--- config.mk ---
export PLATFORM = sky130hd
export DESIGN_NAME = stopwatch_ctrl
export DESIGN_NICKNAME = d
export VERILOG_FILES = /design/src/rtl/stopwatch_pkg.sv /design/src/rtl/btn_debounce.sv /design/src/rtl/stopwatch_ctrl.sv
export SDC_FILE = /design/constraint.sdc
export NUM_CORES = 1
export LEC_CHECK = 0
export BUFFER_PORTS_ARGS = -buffer_cell sky130_fd_sc_hd__buf_2
export CORE_MARGIN = 2
export CORE_UTILIZATION = 55
export CTS_CLUSTER_SIZE = 25
export DETAILED_ROUTE_END_ITERATION = 16
export PLACE_DENSITY_LB_ADDON = 0.25
export SYNTH_ARGS = -nofsm -noshare
export SYNTH_HDL_FRONTEND = slang
export SYNTH_SLANG_ARGS = --single-unit
--- constraint.sdc ---
create_clock -name clk -period 1.8 [get_ports clk]
set_clock_uncertainty 0.05 [all_clocks]
set_input_delay 0.36 -clock clk [delete_from_list [all_inputs] [get_ports clk]]
set_output_delay 0.36 -clock clk [all_outputs]
set_load 0.02 [all_outputs]
--- src/rtl/stopwatch_pkg.sv ---
// Shared state encoding and default timing constants for the stopwatch controller.
// Optional lap function is enabled by defining STOPWATCH_LAP_EN.
package stopwatch_pkg;

  typedef enum logic [1:0] {
    ST_IDLE = 2'd0,
    ST_RUN  = 2'd1,
    ST_LAP  = 2'd2,
    ST_STOP = 2'd3
  } state_t;

  localparam int CLK_HZ_DEF    = 50_000_000;
  localparam int TICK_HZ_DEF   = 100;
  localparam int DB_CYCLES_DEF = 500_000;

endpackage

--- src/rtl/btn_debounce.sv ---
// Push-button conditioner: 2-flop synchroniser, stability counter, press-edge pulse.
// Accepted level flips after DB_CYCLES consecutive differing samples.
module btn_debounce #(
  parameter int DB_CYCLES = 4
) (
  input  logic clk,
  input  logic rst_n,
  input  logic raw,
  output logic press
);

  localparam int CW = $clog2(DB_CYCLES + 1);
  localparam logic [CW-1:0] CNT_TOP = CW'(DB_CYCLES - 1);

  logic          s1;
  logic          s2;
  logic          lvl;
  logic          lvl_d;
  logic [CW-1:0] cnt;

  always_ff @(posedge clk or negedge rst_n) begin
    if (!rst_n) begin
      s1    <= 1'b0;
      s2    <= 1'b0;
      lvl   <= 1'b0;
      lvl_d <= 1'b0;
      cnt   <= '0;
      press <= 1'b0;
    end else begin
      s1    <= raw;
      s2    <= s1;
      lvl_d <= lvl;
      press <= lvl & ~lvl_d;
      // any sample matching the accepted level restarts the window
      if (s2 == lvl) begin
        cnt <= '0;
      end else if (cnt == CNT_TOP) begin
        cnt <= '0;
        lvl <= s2;
      end else begin
        cnt <= cnt + CW'(1);
      end
    end
  end

endmodule

--- src/rtl/stopwatch_ctrl.sv ---
// Stopwatch control FSM: debounced buttons, IDLE/RUN/LAP/STOP, tick prescaler.
// Define STOPWATCH_LAP_EN to build the lap button and LAP state.
module stopwatch_ctrl
  import stopwatch_pkg::*;
#(
  parameter int CLK_HZ    = CLK_HZ_DEF,
  parameter int TICK_HZ   = TICK_HZ_DEF,
  parameter int DB_CYCLES = DB_CYCLES_DEF
) (
  input  logic       clk,
  input  logic       rst_n,
  input  logic       btn_ss,
  input  logic       btn_lap,
  input  logic       btn_clr,
  output logic       ena,
  output logic       clear,
  output logic       oen,
  output logic [1:0] state
);

  localparam int DIV = CLK_HZ / TICK_HZ;
  localparam int PW  = (DIV > 1) ? $clog2(DIV) : 1;
  localparam logic [PW-1:0] PS_TOP = PW'(DIV - 1);

  if ((CLK_HZ % TICK_HZ) != 0 || DIV < 2) begin : g_bad_div
    $error("stopwatch_ctrl: CLK_HZ/TICK_HZ must be an integer >= 2");
  end

  logic ss_p;
  logic lap_p;
  logic clr_p;

  btn_debounce #(.DB_CYCLES(DB_CYCLES)) u_db_ss (
    .clk   (clk),
    .rst_n (rst_n),
    .raw   (btn_ss),
    .press (ss_p)
  );

  btn_debounce #(.DB_CYCLES(DB_CYCLES)) u_db_clr (
    .clk   (clk),
    .rst_n (rst_n),
    .raw   (btn_clr),
    .press (clr_p)
  );

`ifdef STOPWATCH_LAP_EN
  btn_debounce #(.DB_CYCLES(DB_CYCLES)) u_db_lap (
    .clk   (clk),
    .rst_n (rst_n),
    .raw   (btn_lap),
    .press (lap_p)
  );
`else
  logic lap_unused;
  assign lap_unused = btn_lap;
  assign lap_p      = 1'b0;
`endif

  // same-cycle priority: clear, then start/stop, then lap
  logic c_p;
  logic s_p;
  logic l_p;
  assign c_p = clr_p;
  assign s_p = ss_p & ~clr_p;
  assign l_p = lap_p & ~clr_p & ~ss_p;

  state_t        state_q;
  state_t        state_d;
  logic [PW-1:0] presc_q;
  logic [PW-1:0] presc_d;
  logic          ena_q;
  logic          ena_d;
  logic          clear_q;
  logic          clear_d;
  logic          oen_q;
  logic          oen_d;
  logic          running;

  assign running = (state_q == ST_RUN) || (state_q == ST_LAP);

  always_comb begin
    state_d = state_q;
    oen_d   = oen_q;
    clear_d = 1'b0;
    ena_d   = 1'b0;
    presc_d = presc_q;
    unique case (state_q)
      ST_IDLE: begin
        if (s_p)      state_d = ST_RUN;
        else if (c_p) clear_d = 1'b1;
      end
      ST_RUN: begin
        if (s_p) begin
          state_d = ST_STOP;
        end else if (l_p) begin
          state_d = ST_LAP;
          oen_d   = 1'b1;
        end
      end
      ST_LAP: begin
        if (s_p) begin
          state_d = ST_STOP;
          oen_d   = 1'b0;
        end else if (l_p) begin
          state_d = ST_RUN;
          oen_d   = 1'b0;
        end
      end
      ST_STOP: begin
        if (s_p) begin
          state_d = ST_RUN;
        end else if (c_p) begin
          state_d = ST_IDLE;
          clear_d = 1'b1;
        end
      end
      default: state_d = ST_IDLE;
    endcase
    if (running) begin
      if (presc_q == PS_TOP) begin
        presc_d = '0;
        ena_d   = 1'b1;
      end else begin
        presc_d = presc_q + PW'(1);
      end
    end
    // clear only occurs from IDLE/STOP, so it never meets a tick
    if (clear_d) begin
      presc_d = '0;
      ena_d   = 1'b0;
    end
  end

  always_ff @(posedge clk or negedge rst_n) begin
    if (!rst_n) begin
      state_q <= ST_IDLE;
      presc_q <= '0;
      ena_q   <= 1'b0;
      clear_q <= 1'b0;
      oen_q   <= 1'b0;
    end else begin
      state_q <= state_d;
      presc_q <= presc_d;
      ena_q   <= ena_d;
      clear_q <= clear_d;
      oen_q   <= oen_d;
    end
  end

  assign ena   = ena_q;
  assign clear = clear_q;
  assign oen   = oen_q;
  assign state = state_q;

endmodule
Word level (Yosys, flattened, before mapping)
Index checks and enable logic that the tools add are counted.

Register bits: 71. Word-level logic and storage cells: 64.

Reduce and logical (&&, ||, !) cells: 8. Bitwise logic cells: 8. Eq/ne operators: 11. Multiplexer cells: 18. Add/subtract/negate cells: 3.

Operators by type and width (number): 19-bit two-way mux (7); 19-bit by 1-bit adder with 19-bit output (second input constant) (3); 19-bit equality test (second input constant) (3); 2-bit two-way mux (4); 1-bit two-way mux (6); 2-bit one-hot mux with 3 select lines (1); 1-bit inverter (5); 2-bit equality test (second input constant) (2); 2-bit AND reduction (2); 2-bit OR reduction (2); 1-bit bitwise AND (3); 3-bit by 2-bit != test with 1-bit output (second input constant) (1); 3-bit AND reduction (1); 1-bit equality test (2); 2-bit by 1-bit equality test with 1-bit output (second input constant) (1); 2-bit zero test (1); 2-bit by 1-bit != test with 1-bit output (second input constant) (1); 2-bit != test (second input constant) (1); 2-bit nonzero test (1); 1-bit logical OR (1).

Logic depth before layout (Yosys ltp)
Word-level depth: 5. Mapped depth: 7. Gate-level depth less buffers: 6.

Hierarchy
From an unflattened synthesis, not the netlist that was laid out.

Cells, all modules: 370. Area total of the unflattened synthesis: 3689.8 sq um.

By module, submodules not included: btn_debounce (area an instance 1136.1 sq um, times used 2, seq. area each 600.6 sq um, cells an instance 108); stopwatch_ctrl (area an instance 1417.6 sq um, times used 1, seq. area each 575.6 sq um, cells an instance 154).

Worst setup path after synthesis
No wires, ideal clock.

Path type: register -> register. From: register presc_q[0]. To: register presc_q[18]. Data required time: 1.629 ns. Stages on the path, launching flop included: 7. Buffers on the path: 0. Slack: -0.091 ns. Arrival time: 1.720 ns. Cell sequence: dfrtp_1 ha_1 nand4_2 or3_1 nor3_2 o22ai_1 a22o_1.

Cells in the longest elaborated chain, start to end: 4. Elaborated cells between the ends (all ways): 5. Classes of those cells: 1 x add/sub; 1 x eq/ne; 3 x mux.

Ends and longest elaborated chain: start, declared (line stopwatch_ctrl.sv:70) `logic [PW-1:0] presc_q;`; start signal, assigned (line stopwatch_ctrl.sv:144) `presc_q <= presc_d;`; 19-bit by 1-bit adder with 19-bit output / 19-bit equality test (equally long branches) (line stopwatch_ctrl.sv:125, stopwatch_ctrl.sv:121); 19-bit two-way mux (*) (line stopwatch_ctrl.sv:121) `if (presc_q == PS_TOP) begin`; 19-bit two-way mux (*) (line stopwatch_ctrl.sv:120) `if (running) begin`; 19-bit two-way mux (*) (line stopwatch_ctrl.sv:129) `if (clear_d) begin`.

Every way passes the cells marked *; elsewhere a longest branch is shown, timed or not. The select of a mux whose other input is x is not followed. A chain may end at the register's enable or synchronous reset.

Worst setup path after layout
From: register presc_q[11]. To: register presc_q[5].

Cells in the longest elaborated chain, start to end: 4.

Ends and longest elaborated chain (line): 19-bit equality test (stopwatch_ctrl.sv:121); 19-bit two-way mux (stopwatch_ctrl.sv:121); 19-bit two-way mux (stopwatch_ctrl.sv:120); 19-bit two-way mux (stopwatch_ctrl.sv:129).

Every way passes these cells. The select of a mux whose other input is x is not followed.

==> results.json <==
{
  "cts_buffers": 9,
  "cp_num_buf_inv": 1,
  "clock_sinks": 71,
  "ys_warn_count": 0,
  "slowest_delay_ns": 0.52,
  "io_buffers": 7,
  "powerDensity_nw_per_um2": 744,
  "clk_pin_slew_worst_paths_ns": 0.08,
  "synth_top_area_cell": "dfrtp_1",
  "clk_latency_ns": 0.34,
  "start_kind": "flip-flop",
  "antenna_cells": 0,
  "avgSynthCellArea_um2": 9.71,
  "hold_path_class": "primary input to flip-flop",
  "synthTopCellsByCount": "71 x dfrtp_1, 58 x nor2_1, 36 x nand2_1",
  "final_nets": 403,
  "top_layer_used": "met4",
  "first_global_vias": 2544,
  "cts_buffer_depth": 2,
  "dieArea_um2": 6790,
  "drtIter0Drc": 191,
  "root_buffer": "clkbuf_8",
  "grt_antenna_before_repair": 0,
  "hpwl_um": 4340,
  "ys_ff_latch": 71,
  "syn2layout_area_growth_pct": 20.5,
  "wl_met2_um": 3070,
  "arrival_ns": 2.13,
  "criticalPathCategory": "flip-flop to flip-flop",
  "multi_input_area_um2": 1590,
  "drive_above_1_share": 0.196,
  "dr_wl_met3_um": 188,
  "critPathCaptureType": "flip-flop",
  "synth_sequential_area_ratio": 0.526,
  "setup_viol": 11,
  "synth_enable_flop_cells": 0,
  "core_um2": 5920,
  "rows": 28,
  "critPathTopFamily": "compound AO/OA/AOI/OAI gates",
  "rsz0062_at_grt": "true",
  "initial_utilization": 0.571,
  "finalMaxSlewViolations": 0,
  "synthArstFlopShare": 1.00,
  "required_ns": 1.98,
  "regToRegSetupSlack_ns": -0.15,
  "synth.net_count": 358,
  "post-route-period-util": 1.08,
  "dp.cells": 452,
  "drc": 0,
  "cp_slowest_cell": "o41a_1",
  "yosys-top-cells-area": "dfrtp_1 53%, xor2_1 6.5%, nor2_1 6.4%, nand3_1 4.1%, nand2_1 4.0%",
  "register_area_um2": 1780,
  "fp.dieW_um": 82.4,
  "synthDominantCellAreaShare": 0.526,
  "syn_area_um2": 3380,
  "syn-instance-count": 348,
  "grt_max_degree": 72,
  "layout_min_cycle_time_ns": 1.95,
  "max_cap_viol_count": 0,
  "status": "finished with violations",
  "cts_tree": "done",
  "finalHoldViolations": 0,
  "critPathMaxFanout": 5,
  "dr.pass1.iters": 4,
  "violations": "negative setup slack",
  "grtUsageTotal": 0.218,
  "antenna_left": 0,
  "wire_per_inst_um": 13.8,
  "fillerInstances": 432,
  "wirelength_met1_um": 3130,
  "place_ws_ns": -0.161,
  "cp_cell_sequence": "nor4b_2 -> nand3_1 -> buf_6 -> o41a_1 -> a21oi_1 -> o21bai_1",
  "stdcell_count": 473,
  "overflow": 0,
  "via_per_inst": 5.53,
  "yosysMostFrequentCell": "dfrtp_1",
  "num_vias": 2616,
  "grt_pass1_wl_um": 11200,
  "pin_count": 10,
  "die_h_um": 82.4,
  "gp_congestion": 0.782,
  "leakagePower_nw": 1.79,
  "synth_cell_types": 43,
  "finalWirelength_um": 6550,
  "irDropWorstVdd_mv": 0.550,
  "fmax_mhz": 514,
  "synth_ff_type": "dfrtp_1",
  "htreeDepth": 3,
  "setup_ws_ns": -0.146
}
==> registers in the layout (all words and copies together), names as in the netlist, 2 cells and up <==
| name | cells |
|---|---|
| state | 2 |
| presc_q | 19 |
| u_db_ss.cnt | 19 |
| u_db_clr.cnt | 19 |
==> where the power goes <==
group / internal, W / switching [W]
Sequential: 0.00161 / 0.0000131
Combinational: 0.0000301 / 0.0000575
Clock: 0.000719 / 0.000603
==> layer usage <==
metal | vias up | track usage
li1 | 1281 | -
met1 | 1282 | 0.283
met2 | 39 | 0.337
met3 | 14 | 0.0424
met4 | 0 | 0.133
met5 | - | 0
==> area by class of cell <==
class | count | share of cell area
Clock inverter | 4 | 0.0132
Multi-Input combinational cell | 255 | 0.389
Tap cell | 75 | 0.0230
Sequential cell | 71 | 0.436
Timing Repair Buffer | 43 | 0.0875
Inverter | 13 | 0.0129
Clock buffer | 12 | 0.0381
==> repair_timing <==
action	4_1_cts	5_1_grt
gates resized for setup	2	15
gates cloned	1	0
hold buffers	1	0
pin swaps	10	11
setup endpoints to repair	13	35
setup buffers	2	1
endpoints found under the hold margin	57	0
==> kinds of logic (layout without fill, tap and decap cells) <==
kind of cell,after synthesis,after routing,synth area share
buf+inv,23,72,0.0300
flops,71,71,0.526
fa+ha+maj,5,5,0.0185
xor+xnor,40,40,0.104
simple gates,173,173,0.247
mux,2,2,0.00666
compound gates,33,34,0.0674
other cells,1,1,0.00111
==> final timing paths <==
check	from	endpoint	depth (start not counted)
max	presc_q[11]	presc_q[5]	6
min	btn_clr	u_db_clr.s1	1
max reg2reg	presc_q[11]	presc_q[5]	6
min reg2reg	u_db_clr.s1	u_db_clr.s2	0
max in group asynchronous	rst_n	u_db_ss.cnt[10]	3
min in group asynchronous	rst_n	presc_q[3]	3
==> through the flow <==
| step | hold WS, ns | power (W) | util | setup TNS, ns | instance area (um2) |
|---|---|---|---|---|---|
| after floorplan | 0.0144 | 0.00169 | - | -0.0289 | 3400 |
| after global placement | 0.282 | 0.00174 | 0.633 | -0.683 | 3750 |
| after detailed placement | 0.293 | 0.00174 | 0.633 | -1.50 | 3750 |
| after CTS | 0.0605 | 0.00306 | 0.676 | -0.666 | 4000 |
| after global routing | 0.0512 | 0.00315 | 0.688 | -2.09 | 4070 |
| final | 0.0762 | 0.00303 | 0.688 | -1.16 | 4070 |
==> cells in the final DEF (no fill, tap or decap), types with 9 or more instances in the layout <==
cell      netlist  routed
buf_4           2      29
dfrtp_1        71      71
nor2_1         58      58
nand2_1        36      36
xnor2_1        15      15
inv_1          13      12
xor2_1         25      25
nor3_1         10       9
nand3_1        28      28
nand4_1        10      10
clkbuf_8        0      11
(Power assumes the default switching activity.)
